[config.mk]
export PLATFORM = sky130hd
export DESIGN_NAME = mem_port_arbiter
export DESIGN_NICKNAME = d
export VERILOG_FILES = /design/src/rtl/mem_port_arbiter.sv
export SDC_FILE = /design/constraint.sdc
export NUM_CORES = 1
export LEC_CHECK = 0
export ABC_CLOCK_PERIOD_IN_PS = 2000
export CORE_MARGIN = 8
export CORE_UTILIZATION = 41
export CTS_BUF_LIST = sky130_fd_sc_hd__clkbuf_4 sky130_fd_sc_hd__clkbuf_8
export CTS_CLUSTER_SIZE = 40
export DETAILED_ROUTE_END_ITERATION = 16
export PLACE_DENSITY = 0.82
export SYNTH_ARGS = -nofsm -noshare
export SYNTH_HDL_FRONTEND = slang
export SYNTH_SLANG_ARGS = --single-unit
[constraint.sdc]
create_clock -name clk -period 2 [get_ports clk]
set_input_delay 0.4 -clock clk [delete_from_list [all_inputs] [get_ports clk]]
set_output_delay 0.4 -clock clk [all_outputs]
set_load 0.05 [all_outputs]
[src/rtl/mem_port_arbiter.sv]
// Purpose: arbitrates one shared memory port between instruction fetch and data (MEM stage) accesses.
// Latency: request seen in IDLE at cycle N -> m_req at N+1 -> done pulse at N+2 with zero wait states.
// Backpressure: m_ready low holds the grant indefinitely; requesters see stall until their done pulse.
module mem_port_arbiter #(
  parameter int DATA_W      = 32,
  parameter int ADDR_W      = 32,
  parameter int MAX_DSTREAK = 2
) (
  input  logic              clk,
  input  logic              rst,
  // instruction fetch side
  input  logic              if_req,
  input  logic [ADDR_W-1:0] if_addr,
  output logic [DATA_W-1:0] if_rdata,
  output logic              if_done,
  // data side
  input  logic              d_read,
  input  logic              d_write,
  input  logic [ADDR_W-1:0] d_addr,
  input  logic [DATA_W-1:0] d_wdata,
  output logic [DATA_W-1:0] d_rdata,
  output logic              d_done,
  // shared memory port
  output logic              m_req,
  output logic              m_we,
  output logic [ADDR_W-1:0] m_addr,
  output logic [DATA_W-1:0] m_wdata,
  input  logic [DATA_W-1:0] m_rdata,
  input  logic              m_ready,
  // pipeline stalls
  output logic              if_stall,
  output logic              d_stall
);

  // +2 keeps the counter at least one bit wide even when MAX_DSTREAK is 0
  localparam int SW = $clog2(MAX_DSTREAK + 2);
  localparam logic [SW-1:0] STREAK_MAX = SW'(MAX_DSTREAK);

  typedef enum logic [1:0] {
    IDLE    = 2'd0,
    GRANT_I = 2'd1,
    GRANT_D = 2'd2,
    RESP    = 2'd3
  } state_t;

  state_t            state_q, state_d;
  logic [SW-1:0]     streak_q, streak_d;
  logic              win_d_q, win_d_d;     // 1: current/last grant belongs to the data side
  logic              m_we_q, m_we_d;
  logic [ADDR_W-1:0] m_addr_q, m_addr_d;
  logic [DATA_W-1:0] m_wdata_q, m_wdata_d;
  logic [DATA_W-1:0] if_rdata_q, if_rdata_d;
  logic [DATA_W-1:0] d_rdata_q, d_rdata_d;

  logic d_any;
  logic pick_d;

  assign d_any  = d_read | d_write;
  // data wins unless it has already taken MAX_DSTREAK grants in a row over a waiting fetch
  assign pick_d = d_any & ((streak_q < STREAK_MAX) | ~if_req);

  // Next-state, grant capture, streak and read-data capture
  always_comb begin
    state_d    = state_q;
    streak_d   = streak_q;
    win_d_d    = win_d_q;
    m_we_d     = m_we_q;
    m_addr_d   = m_addr_q;
    m_wdata_d  = m_wdata_q;
    if_rdata_d = if_rdata_q;
    d_rdata_d  = d_rdata_q;

    case (state_q)
      IDLE: begin
        if (pick_d) begin
          state_d   = GRANT_D;
          win_d_d   = 1'b1;
          m_addr_d  = d_addr;
          m_wdata_d = d_wdata;
          // a simultaneous read+write is treated as a store
          m_we_d    = d_write;
          if (if_req && (streak_q < STREAK_MAX)) begin
            streak_d = streak_q + 1'b1;
          end
        end else if (if_req) begin
          state_d   = GRANT_I;
          win_d_d   = 1'b0;
          m_addr_d  = if_addr;
          m_wdata_d = '0;
          m_we_d    = 1'b0;
          streak_d  = '0;
        end
      end
      GRANT_I: begin
        if (m_ready) begin
          state_d    = RESP;
          if_rdata_d = m_rdata;
        end
      end
      GRANT_D: begin
        if (m_ready) begin
          state_d = RESP;
          if (!m_we_q) begin
            d_rdata_d = m_rdata;
          end
        end
      end
      RESP: begin
        state_d = IDLE;
      end
      default: begin
        state_d = IDLE;
      end
    endcase

    // no fetch waiting means no starvation to track
    if (!if_req) begin
      streak_d = '0;
    end
  end

  // State and datapath registers with synchronous active-low reset
  always_ff @(posedge clk) begin
    if (!rst) begin
      state_q    <= IDLE;
      streak_q   <= '0;
      win_d_q    <= 1'b0;
      m_we_q     <= 1'b0;
      m_addr_q   <= '0;
      m_wdata_q  <= '0;
      if_rdata_q <= '0;
      d_rdata_q  <= '0;
    end else begin
      state_q    <= state_d;
      streak_q   <= streak_d;
      win_d_q    <= win_d_d;
      m_we_q     <= m_we_d;
      m_addr_q   <= m_addr_d;
      m_wdata_q  <= m_wdata_d;
      if_rdata_q <= if_rdata_d;
      d_rdata_q  <= d_rdata_d;
    end
  end

  assign m_req    = (state_q == GRANT_I) || (state_q == GRANT_D);
  assign m_we     = m_we_q;
  assign m_addr   = m_addr_q;
  assign m_wdata  = m_wdata_q;
  assign if_rdata = if_rdata_q;
  assign d_rdata  = d_rdata_q;
  assign if_done  = (state_q == RESP) && !win_d_q;
  assign d_done   = (state_q == RESP) &&  win_d_q;
  assign if_stall = if_req & ~if_done;
  assign d_stall  = d_any & ~d_done;

endmodule

==> PnR_summary.wiki <==
{| class="wikitable"
! Metric !! Value
|-
| Most frequent cells after synthesis || sky130_fd_sc_hd__nand2_1 (164), sky130_fd_sc_hd__dfxtp_1 (134), sky130_fd_sc_hd__a21oi_1 (68)
|-
| Highest clock frequency the design can meet || between 500 and 600 MHz
|-
| # port buffers || 267
|-
| Category of the most critical setup path || reg2out
|-
| Critical path's top delay family || adder cells
|-
| Number of buffers added by the clock tree synthesis step || 17
|-
| Worst stage delay on the critical path || 0.41 ns
|-
| Final #Nets || 1,004
|-
| Largest cells by area after synthesis || sky130_fd_sc_hd__dfxtp_1 (50%), sky130_fd_sc_hd__nand2_1 (11%), sky130_fd_sc_hd__a21boi_1 (8.7%)
|-
| Number of global-route vias before repair || 5,443
|-
| Peak supply drop || between 800 and 900 uV
|-
| Clock insertion delay at the later pin of the skew report || 0.44 ns
|-
| Cell chosen for the clock root || sky130_fd_sc_hd__clkbuf_8
|-
| Mean instance size in the synthesized netlist || 8.68 um2
|-
| Largest area contributor in the synthesized netlist || sky130_fd_sc_hd__dfxtp_1
|-
| Final cycle utilization of the critical path || 0.942
|-
| Post-route antenna net violation count || 0
|-
| Endpoint with the worst hold slack || d_rdata[14]
|-
| Count of inserted antenna diode cells || 0
|-
| Yosys warning count || 0
|-
| Top flip-flop cell by instance count after synthesis || sky130_fd_sc_hd__dfxtp_1
|-
| Starting density of the core || 0.423
|-
| Worst max-slew margin expressed relative to the limit || 0.637
|-
| Setup Slack @ Placement || 0.0473 ns
|-
| Unrepaired setup endpoints after global routing || no
|-
| Number of enable-type register cells in the synthesized netlist || 0
|-
| Detailed-route wire length per cell || 17.8 um
|-
| Clock tree from TritonCTS || yes
|-
| Final slew viol count || 0
|-
| Fraction of synthesized cell area in xor and xnor cells || 0
|-
| Die span in x || 130 um
|-
| Total of fill cells in the finished design || 1,049
|-
| Synthesized cell area || 5350 um2
|-
| Total power per unit cell area || 1400 nW/um2
|-
| Power after layout || 12.0 mW
|-
| Critical Path AT || about 1.5 ns
|-
| Worst path bufs/invs || 2
|-
| Wire length of the first global-routing pass || about 29,000 um
|-
| Via total after detailed routing || 5,414
|-
| Initial DRT Pass Iterations || 5
|-
| Critical Path End Type || output pin
|-
| DRC Markers || 0
|-
| Design Area, Final || 8520 um2
|-
| Detailed-route wire length || around 19,000 um
|-
| Reg2Reg Depth || 6
|-
| Total number of placement rows || 41
|-
| Mux share of post-synthesis cell area || 0.00187
|-
| Setup crit start kind || register
|-
| Hold Path Origin || d_rdata[14]
|-
| Vias per cell || 5.16
|-
| Layout cells sized above 1 || 0.0740
|-
| Run status || finished clean
|-
| Depth of the CTS H-tree || 4
|-
| Maximum number of pins on one net before global-route repair || 134
|-
| Static leakage power || about 3.6 nW
|-
| Number of clock sinks || 134
|-
| Total track usage || 0.213
|-
| Clock slew seen by the registers of the worst setup and hold paths || 0.07 ns
|-
| Worst slew pin tran || about 0.55 ns
|-
| Antenna violations before repair || 0
|-
| Post-route worst setup slack || 0.116 ns
|-
| Fraction of post-synthesis cell area in the top cell type by area || 0.501
|-
| Net count after synthesis || approximately 760
|-
| Post-synthesis register bit count || 134
|-
| Post-CTS repair timing setup buffer count || 0
|-
| Synthesized-area fraction occupied by ao, oa, aoi and oai cells || 0.256
|-
| I/O pin count || 268
|-
| Area growth, synth to finish || 59.1%
|-
| Slowest cell on crit path || sky130_fd_sc_hd__ha_2
|-
| Sum of overflow across all layers after global routing || 0
|-
| Unique masters post-synth || 32
|-
| Final min period || 1.88 ns
|-
| Number of instances on the worst hold path || 2
|-
| Sum of net half-perimeters after detailed placement || 13,700 um
|-
| Clock Skews || about 0.0062 ns
|-
| Cell area after placement || 8240 um2
|-
| Final GP Congestion || 0.805
|-
| Max-cap violations || 0
|-
| Part of the Yosys area used for sequential elements || 0.501
|-
| Fin Setup TNS || 0 ns
|-
| Final setup fails || 0
|-
| Final-layout worst hold slack || 0.449 ns
|-
| Capturing point of the worst reg2reg path || m_wdata[21]
|-
| DRT iter0 DRCs || 441
|-
| Height of the die || 130 um
|-
| Count of mapped cells out of synthesis || 617
|-
| Main combinational cell family by area after synthesis || compound AO/OA/AOI/OAI gates
|-
| Simple-gate share of the synthesized area || 0.175
|-
| Post-layout util || 0.672
|-
| Fraction of registers with async set or reset after synthesis || 0
|-
| Endpoints failing hold || 0
|-
| Worst flop-to-flop path startpoint || state_q[0]
|-
| Maximum buffer depth of the clock tree || 2
|-
| Critical-path cell list || inv_1 -> ha_2 -> buf_12
|-
| Die footprint || between 15,000 and 20,000 um2
|-
| Count of non-filler cells in the finished layout || 1,050
|-
| Placed insts || about 1,000
|-
| Class of the worst hold path || reg2reg
|-
| Worst Path Max Fanout || 4
|-
| Most repeated cell in the gate-level netlist after synthesis || sky130_fd_sc_hd__nand2_1
|-
| Core area || around 13,000 um2
|-
| Register-to-Register Setup Slack || 0.40 ns
|-
| Required time of the critical path || 1.60 ns
|-
| Share of synthesized cell area in full adder, half adder and majority cells || 0.0117
|}
==> logic make-up (layout without fill, tap and decap cells) <==
kind of cell	after synthesis	count (layout)
AOI/OAI and AO/OA	206	206
adders and majority gates	5	5
buffers and inverters	56	317
DFF	134	134
muxes	1	1
and+or+nand+nor	215	215
==> placed cells by master (no fill, tap or decap), types with 19 or more instances in the layout <==
cell type,n
sky130_fd_sc_hd__clkdlybuf4s50_1,132
sky130_fd_sc_hd__nand2_1,164
sky130_fd_sc_hd__dfxtp_1,134
sky130_fd_sc_hd__o21ai_1,30
sky130_fd_sc_hd__a21oi_1,68
sky130_fd_sc_hd__a21boi_1,62
sky130_fd_sc_hd__nor2b_1,35
sky130_fd_sc_hd__a32oi_1,33
sky130_fd_sc_hd__clkbuf_8,19
sky130_fd_sc_hd__dlygate4sd2_1,124
==> routing by layer <==
metal | part of all wire | track usage
met5 | 0 | 0
met2 | 0.48 | 0.358
met4 | 0.019 | 0.0833
met3 | 0.13 | 0.101
met1 | 0.38 | 0.228
==> registers in the layout, summed over array words and instances (netlist names) <==
| signal | count |
|---|---|
| streak_q | 2 |
| win_d_q | 1 |
| if_rdata | 32 |
| d_rdata | 32 |
| state_q | 2 |
| m_we | 1 |
| m_addr | 32 |
| m_wdata | 32 |
==> area by class of cell <==
type                    instances  area, um2  share of cell area
inverters                       2       7.51            0.000882
repair buffers                283       2800               0.329
flip-flops and latches        134       2680               0.315
multi-input cells             427       2390               0.281
clock inverters                13        155              0.0182
clock buffers                  19        262              0.0307
well taps                     172        215              0.0253
==> report_power, final <==
part / switching, mW / internal (mW) / leakage (nW) / total, mW
Sequential: 0.333 / 3.30 / 1.10 / 3.63
Clock: 1.05 / 1.29 / 0.207 / 2.34
Combinational: 4.07 / 1.92 / 2.31 / 5.98
Total: 5.45 / 6.50 / 3.61 / 12.0
==> tightest hold or removal path, delay by kind of cell, from the launching register on <==
family,cells,cell delay [ns]
AOI/OAI and AO/OA,1,0.05
DFF,1,0.31
and+or+nand+nor,1,0.05
==> worst max-delay path by stage <==
| stage | from | end | slack, ns | depth (start not counted) |
|---|---|---|---|---|
| 2_1_floorplan | state_q[0] | d_stall | 0.04 | 3 |
| 3_3_place_gp | d_read | state_q[1] | 0.1 | 5 |
| 3_5_place_dp | if_req | m_addr[21] | 0.05 | 6 |
| 4_1_cts | d_rdata[14] | d_rdata[14] | 0.005 | 1 |
| 5_1_grt | state_q[0] | d_stall | 0.01 | 4 |
| 6_report | state_q[1] | m_req | 0.12 | 3 |
==> repair_timing <==
action | CTS | global route
endpoints found under the setup margin | 125 | 4
pin swaps | 0 | 1
resized for setup | 125 | 4
hold buffers | 0 | 0
Note: power is estimated with default switching activity, not from simulation.
==> RTL edit 1, RTL diff (same settings) <==
`ADDR_W`: 32 -> 16.
--- a/src/rtl/mem_port_arbiter.sv
+++ b/src/rtl/mem_port_arbiter.sv
@@ -5,3 +5,3 @@
   parameter int DATA_W      = 32,
-  parameter int ADDR_W      = 32,
+  parameter int ADDR_W      = 16,
   parameter int MAX_DSTREAK = 2
Ports: changed (resized d_addr, if_addr and m_addr); port bits go from 268 to 220. The function was not compared with the original's and may differ.
==> RTL edit 1 against the original RTL <==
Hold slack better by 0.012 ns; first-iteration DRC count down 36%; sequential cell count down 16; area after synthesis down 12%; clock skew up 0.0073 ns; via count down 15%; total power down 17%; critical path depth down 2; worst setup slack worse by 0.054 ns; routed wire length down 18%; clock power down 14%; cell area down 11%; non-clock buffer count down 50; largest power group unchanged.
==> RTL edit 1: results (changes against the original RTL) <==
metric	value	unit	change
outcome	completed		
routed length on met1	5860	um	-17%
skew final	0.0136	ns	+0.00732 ns
placed cell area	7080	um2	-14%
cts repair resizes	52		-58%
crit path from	if_rdata[15]		
vias in the first global route	4663		-14%
hold_sp	if_rdata[21]		
Slew @ Worst Pin	0.560	ns	+0.0130 ns
dpl ws	0.00202	ns	-0.0452 ns
max incr delay on CP	0.80	ns	+0.39 ns
Nets	842		-16%
grt met1 use	0.204		-0.0245
met2 wire length	7930	um	-11%
first-pass GRT wire length	23300	um	-19%
post-synthesis compound-gate area fraction	0.231		-0.0248
routed via count	4591		-15%
largest net degree at the start of global routing	118		-12%
P_clk	2010	uW	-14%
delay-heaviest family, CP	buffers and inverters		
met3 Resource Use GR	0.0772		-0.0236
sequential fraction of the synthesis area	0.503		+0.00161
overall routed net length	15300	um	-18%
worst-skew pair later-pin latency	0.42	ns	-0.02 ns
Synth area leaders	dfxtp_1 (50%), nand2_1 (13%), a21boi_0 (9.4%), a32oi_1 (6.2%), nor2b_1 (4.9%)		
Post-Syn Nets	636		-16%
WL met3	1270	um	-46%
Yosys cell types	34		+6.3%
reg-to-reg setup timing slack	0.27	ns	-0.13 ns
Critical-path top delay cell	clkdlybuf4s50_1		
I/O Buffers	219		-18%
commonest cells in the netlist	nand2_1 (164), dfxtp_1 (118), a21boi_0 (59)		
fin crit share	0.969		+0.0272
critical path arrival	1.54	ns	+0.06 ns
[RTL edit 1: worst min-delay path by stage]
| stage | to | slack (ns) |
|---|---|---|
| 2_1_floorplan | streak_q[1] | 0.47 |
| 3_3_place_gp | d_rdata[30] | 0.44 |
| 3_5_place_dp | d_rdata[6] | 0.46 |
| 4_1_cts | d_rdata[0] | 0.46 |
| 5_1_grt | if_rdata[21] | 0.48 |
| 6_report | if_rdata[21] | 0.46 |
[RTL edit 1: layout make-up]
class | instances | area, um2
clock inverter | 9 | 77.6
inverter | 2 | 7.51
clock buffer | 23 | 292
fill | 935 | 3780
timing repair buffer | 233 | 2510
multi-input combinational | 363 | 2110
sequential | 118 | 2360
tap | 143 | 179
[RTL edit 1: through the flow]
step                      std cells  total power, uW  hold slack [ns]
after floorplan                 529             6360            0.466
after global placement          859             7940            0.443
after detailed placement        859             8070            0.456
after CTS                       891             9950            0.465
after global routing            891            10400            0.480
final                           891             9870            0.461
==> RTL edit 2, RTL diff (same settings) <==
Made on the original files. Encoding of `state_t`: now one-hot (4 bits for 4 states).
--- a/src/rtl/mem_port_arbiter.sv
+++ b/src/rtl/mem_port_arbiter.sv
@@ -38,7 +38,7 @@
 
-  typedef enum logic [1:0] {
-    IDLE    = 2'd0,
-    GRANT_I = 2'd1,
-    GRANT_D = 2'd2,
-    RESP    = 2'd3
+  typedef enum logic [3:0] {
+    IDLE    = 4'b0001,
+    GRANT_I = 4'b0010,
+    GRANT_D = 4'b0100,
+    RESP    = 4'b1000
   } state_t;
Formal check against the unedited RTL: no difference found for any inputs over 4 cycles, from zero or initial values and one cycle with rst low; so few cycles prove little.
==> RTL edit 2 against the original RTL <==
Clock skew increased by 0.0016 ns; synthesized cell count increased by 8.3%; sequential cell count increased by 2; critical endpoint is now if_stall; worst setup slack got worse by 0.067 ns; cell area increased by 4.9%; area after synthesis increased by 1.3%; maximum frequency decreased by 3.4%; first-iteration DRC count increased by 27%; routed wire length increased by 8.3%.
Power is not compared: it rests on default switching activity, and its combinational part moved more than twofold at a synthesized area within 25%.
==> RTL edit 2: results (changes against the original RTL) <==
metric	value	unit	change
outcome	completed		
Worst Setup EP	if_stall		
M2 GR Usage	0.377		+0.0189
met2 wire length	9710	um	+8.6%
met3 Resource Use GR	0.101		+0.000686
hpwl dp	14300	um	+4.3%
routed length on met1	7810	um	+11%
largest net degree at the start of global routing	70		-48%
Slew @ Worst Pin	0.556	ns	+0.00884 ns
reg-to-reg setup timing slack	0.18	ns	-0.22 ns
Post-Syn Nets	802		+6.1%
Critical-path top delay cell	dfxtp_2		
overall routed net length	20300	um	+8.3%
worst flop-to-flop path endpoint	if_rdata[15]		
Fillers	1114		+6.2%
worst r2r src	state_q[1]		
max incr delay on CP	0.36	ns	-0.05 ns
Yosys cell types	33		+3.1%
delay-heaviest family, CP	simple AND/OR/NAND/NOR gates		
GRT Total Usage	0.234		+0.0203
vias per cell	5.43		+5.4%
Hold Path End	m_wdata[19]		
Initial DRC Count	562		+27%
share of post-route cells with drive strength above 1	0.107		+0.0333
first-pass GRT wire length	31100	um	+8.8%
commonest cells in the netlist	dfxtp_1 (136), a21oi_1 (134), nand3_1 (97)		
WL met3	2240	um	-5.2%
crit path from	state_q[2]		
worst r2r path cells	5		-1
[RTL edit 2: cell types whose count changed in the layout (fill, tap and decap cells not counted), moves of 35 or more]
cell / delta
a21oi_1: +66
o21ai_0: +87
nand3_1: +97
a21boi_1: -62
nor2b_1: -35
nand2_1: -96
[RTL edit 2: report_power, final]
| group | leakage (uW) | switching [uW] | internal, uW |
|---|---|---|---|
| registers | 0.00111 | 136 | 2960 |
| logic | 0.00237 | 1740 | 875 |
| clock network | 0.000236 | 1060 | 1610 |
[RTL edit 2: layout make-up]
type | instances | area, um2 | area share
sequential | 136 | 2740 | 0.306
clock buffer | 18 | 241 | 0.0270
clock inverter | 14 | 229 | 0.0256
multi-input combinational | 457 | 2490 | 0.279
timing repair buffer | 305 | 3010 | 0.336
tap | 176 | 220 | 0.0247
inverter | 2 | 10.0 | 0.00112
[RTL edit 2: metrics by stage]
step / cells / hold WS, ns / worst slack, ns / cell area (um2) / total power, uW
2_1_floorplan: 668 / 0.438 / -0.000613 / 5430 / 4780
3_3_place_gp: 1071 / 0.448 / 0.0686 / 8530 / 5890
3_5_place_dp: 1071 / 0.459 / 0.0221 / 8530 / 5910
4_1_cts: 1104 / 0.472 / -0.0166 / 8890 / 8450
5_1_grt: 1108 / 0.488 / -0.0492 / 8930 / 8760
6_report: 1108 / 0.471 / 0.0494 / 8930 / 8380
[RTL edit 2: timing repair]
item                                    in CTS  in global routing
setup buffers                                1                  4
gates resized for setup                    135                  1
pin swaps                                    1                  2
endpoints found under the setup margin     128                  3
[RTL edit 2: kinds of logic after synthesis]
kind of cell,synth area share
compound gates,0.271
simple gates,0.169
flops,0.502
buf+inv,0.0563
xor+xnor,0.00161
